**config.mk**
```make
export PLATFORM = sky130hd
export DESIGN_NAME = alu32_arbiter
export DESIGN_NICKNAME = d
export VERILOG_FILES = /design/src/rtl/alu32_arbiter.sv
export SDC_FILE = /design/constraint.sdc
export NUM_CORES = 1
export LEC_CHECK = 0
export ABC_AREA = 1
export BUFFER_PORTS_ARGS = -buffer_cell sky130_fd_sc_hd__buf_2
export CORE_AREA = 2 2 117 119
export CTS_BUF_LIST = sky130_fd_sc_hd__clkbuf_8
export DETAILED_ROUTE_END_ITERATION = 12
export DIE_AREA = 0 0 119 121
export PLACE_DENSITY = 0.85
export SETUP_SLACK_MARGIN = 0.15
export SYNTH_ARGS = -nofsm -noshare
export SYNTH_HDL_FRONTEND = slang
export SYNTH_SLANG_ARGS = --single-unit
```
**constraint.sdc**
```tcl
create_clock -name clk -period 6.05 [get_ports clk]
set_clock_uncertainty 0.15 [all_clocks]
set_input_delay 1.21 -clock clk [delete_from_list [all_inputs] [get_ports clk]]
set_output_delay 1.21 -clock clk [all_outputs]
set_load 0.02 [all_outputs]
```
**src/rtl/alu32_arbiter.sv**
```systemverilog
// rtl/alu32_arbiter.sv - round-robin arbiter sharing one alu32 between two requesters
module alu32_arbiter #(
    parameter int W   = 32,
    parameter int OPW = 3,
    parameter int CW  = 16
) (
    input  logic           clk,
    input  logic           reset,
    input  logic           req0_valid,
    output logic           req0_ready,
    input  logic [W-1:0]   req0_a,
    input  logic [W-1:0]   req0_b,
    input  logic [OPW-1:0] req0_op,
    input  logic           req1_valid,
    output logic           req1_ready,
    input  logic [W-1:0]   req1_a,
    input  logic [W-1:0]   req1_b,
    input  logic [OPW-1:0] req1_op,
    output logic [W-1:0]   alu_a,
    output logic [W-1:0]   alu_b,
    output logic [OPW-1:0] alu_op,
    input  logic [W-1:0]   alu_result,
    input  logic           alu_c,
    input  logic           alu_n,
    input  logic           alu_z,
    input  logic           alu_v,
    output logic           rsp_valid,
    input  logic           rsp_ready,
    output logic           rsp_id,
    output logic [W-1:0]   rsp_result,
    output logic [3:0]     rsp_flags,
    output logic [CW-1:0]  ops_done
);

    typedef enum logic [1:0] {
        IDLE = 2'd0,
        EXEC = 2'd1,
        RESP = 2'd2
    } state_t;

    state_t state;
    logic   last_grant;
    logic   grant_any;
    logic   grant_id;

    // Pick a winner while idle: a lone requester wins, a tie goes to whoever was not served last
    always_comb begin
        grant_any = (state == IDLE) && (req0_valid || req1_valid);
        grant_id  = (req0_valid && req1_valid) ? ~last_grant : req1_valid;
    end

    assign req0_ready = grant_any && !grant_id;
    assign req1_ready = grant_any &&  grant_id;

    // Operation sequencer: latch operands on accept, capture the ALU one cycle later, hold the response
    always_ff @(posedge clk or posedge reset) begin
        if (reset) begin
            state      <= IDLE;
            last_grant <= 1'b1;
            alu_a      <= '0;
            alu_b      <= '0;
            alu_op     <= '0;
            rsp_valid  <= 1'b0;
            rsp_id     <= 1'b0;
            rsp_result <= '0;
            rsp_flags  <= '0;
            ops_done   <= '0;
        end else begin
            case (state)
                IDLE: begin
                    if (grant_any) begin
                        alu_a      <= grant_id ? req1_a  : req0_a;
                        alu_b      <= grant_id ? req1_b  : req0_b;
                        alu_op     <= grant_id ? req1_op : req0_op;
                        rsp_id     <= grant_id;
                        last_grant <= grant_id;
                        state      <= EXEC;
                    end
                end
                EXEC: begin
                    rsp_result <= alu_result;
                    rsp_flags  <= {alu_c, alu_n, alu_z, alu_v};
                    rsp_valid  <= 1'b1;
                    state      <= RESP;
                end
                RESP: begin
                    if (rsp_ready) begin
                        rsp_valid <= 1'b0;
                        ops_done  <= ops_done + 1'b1;
                        state     <= IDLE;
                    end
                end
                default: state <= IDLE;
            endcase
        end
    end

endmodule

```
==> metrics.yaml <==
status: "finished clean"
clk_path_buf_depth: 2
synth_area_leaders: "dfrtp_1 59%, nand2_1 25%, nand3_1 7.1%, buf_2 1.4%, xnor2_1 1.0%"
synth_area_per_cell_um2: 8.377
synth_edf_count: 0
grt_pass1_wl_mm: 23.78
die_h_um: 121
post_cts_buffers: 0
core_um2: 13090
synthFlopType: "dfrtp_1"
cts_root_buf: "clkbuf_8"
io_buffer_count: 297
clk_pin_slew_worst_paths_ns: 0.06
grtUsageTotal_pct: 20.88
path_buf_inv: 3
p_leak_nw: 4.077
slowest_delay_ns: 0.54
async_flop_share_pct: 100.0
yosys_warnings: 0
cp_common_cell: "buf_2"
die_area_um2: 14400
yosysUniqueCellTypes: 23
critPathArrivalTime_ns: 2.42
fmax_mhz: 264.6
ant_nets: 0
die_x_um: 119
clock-sinks: 124
synthCells: 623
fin_area_um2: 7211
cts_buffers: 17
slowest_stage: "buf_4"
firstDrtPassIters: 5
post-dp-hpwl_mm: 10.68
cts_tree: "done"
crit_family: "buffers and inverters"
finalSetupTns_ns: 0
hold_viol_final: 0
max_slew_margin_pct: 44.62
synth-seq-cells: 124
wl_per_cell_um: 13.38
initial_core_util_pct: 39.88
htreeDepth: 4
wl_mm: 14.76
path_cells: "buf_2 -> nand2_1 -> a21oi_4 -> buf_4 -> buf_2"
maxCapViolCount: 0
rows: 42
setup_viol: 0
place_ws_ns: 2.246
placed_cell_area_um2: 6853
synth.most_common_cell: "nand2_1"
holdCritPathClass: "reg -> reg"
first_iter_violations: 319
gp_congestion: 0.8838
synth.cell_area_um2: 5219
critPathKind: "in -> out"
synth_top_cells_by_count: "342 x nand2_1, 123 x dfrtp_1, 74 x nand3_1, 15 x buf_2"
ys_seq_area_share_pct: 59.48
drc_errors: 0
ioPinCount: 298
synth.largest_area_cell: "dfrtp_1"
area_growth_pct: 38.17
p_per_area_nw_per_um2: 524.8
critPathLaunchType: "primary input"
post_drt_via_cell_ratio: 4.719
worst_slew_pin_slew_ns: 0.8308
fin_crit_sh_pct: 62.47
layout_setup_ws_ns: 2.270
crit_required_ns: 4.69
synth_top_area_share_pct: 58.98
grt_pass1_vias: 4993
cts.repair.resized: 0
drive_gt1_share_pct: 36.61
synth_nets: 799
vdd_drop_max_uv: 264.6
slew_violations: 0
antenna_found_initial: 0
nNetsFinal: 1092
grt_max_degree: 72
end_kind: "primary output"
routed-via-count: 5205
cts_hold_buffers: 0
critPathMaxFanout: 68
clock_latency_ns: 0.42
rsz0062_at_grt: "no"
period_needed_ns: 3.780
overflow: 0
fin_util_pct: 55.11
power breakdown:
group | internal (mW) | switching [mW]
clock | 0.363 | 0.304
combinational | 0.551 | 1.15
sequential | 1.20 | 0.208
path summary, 6_finish.rpt:
path | start | to | slack (ns) | cells after the start
worst max-delay path | req0_valid | req0_ready | 2.27 | 5
worst min-delay path | rsp_result[6] | rsp_result[6] | 0.32 | 2
worst max register to register | state[1] | alu_a[4] | 3.60 | 7
worst min register to register | rsp_result[6] | rsp_result[6] | 0.32 | 2
max in group asynchronous | reset | alu_a[5] | 3.74 | 3
min in group asynchronous | reset | alu_b[23] | 0.80 | 2
kinds of logic after synthesis:
group	count (synthesis)	share of synthesized area (%)
simple gates	439	34.00
flops	124	59.48
buf+inv	42	3.596
xor+xnor	11	1.846
compound gates	5	0.6233
mux	1	0.2158
fa+ha+maj	1	0.2397
placed cells by master, fill, tap and decap left out, types with 2 or more instances in the layout:
master,instances
o21ai_0,3
inv_1,15
dfrtp_1,123
nand2_1,342
nand4_1,3
xor2_1,5
nor2_1,12
nand3b_1,2
buf_4,5
bufinv_16,2
xnor2_1,6
clkinv_2,4
nor2_2,2
clkbuf_8,18
nand3_1,74
buf_2,297
cell type report:
class / count / area (um2)
Antenna cell: 1 / 2.502
Tap cell: 176 / 220.2
Clock inverter: 11 / 107.6
Clock buffer: 18 / 247.7
Fill cell: 1205 / 5874
Timing Repair Buffer: 302 / 1524
Sequential cell: 124 / 3104
Inverter: 14 / 55.05
Multi-Input combinational cell: 457 / 1949
registers in the layout (all words and copies together), names as in the netlist:
name and flops:
alu_a 32, ops_done 16, state 2, alu_op 3, last_grant 1, rsp_id 1, rsp_result 32, alu_b 32
rsp_valid 1, rsp_flags 4
per-stage QoR:
| step | instances | hold WS [ns] | total power, mW |
|---|---|---|---|
| 4_1_cts | 1102 | 0.3220 | 3.826 |
| 2_1_floorplan | 623 | 0.2981 | 2.515 |
| 6_report | 1103 | 0.3174 | 3.784 |
| 5_1_grt | 1102 | 0.3389 | 4.058 |
| 3_5_place_dp | 1073 | 0.3050 | 3.143 |
| 3_3_place_gp | 1073 | 0.2980 | 3.092 |
routing by layer:
layer,vias to the layer above,track usage (%),routed length (um)
met2,253,34.45,7101
met1,2389,25.51,6045
met3,35,6.109,1182
met4,0,9.152,426
met5,-,0,0
li1,2528,-,-
worst min-delay path, stage by stage (launching register included):
cell     delay (ns)
dfrtp_1        0.34
nand2_1        0.05
nand2_1        0.05
(Power assumes the default switching activity.)
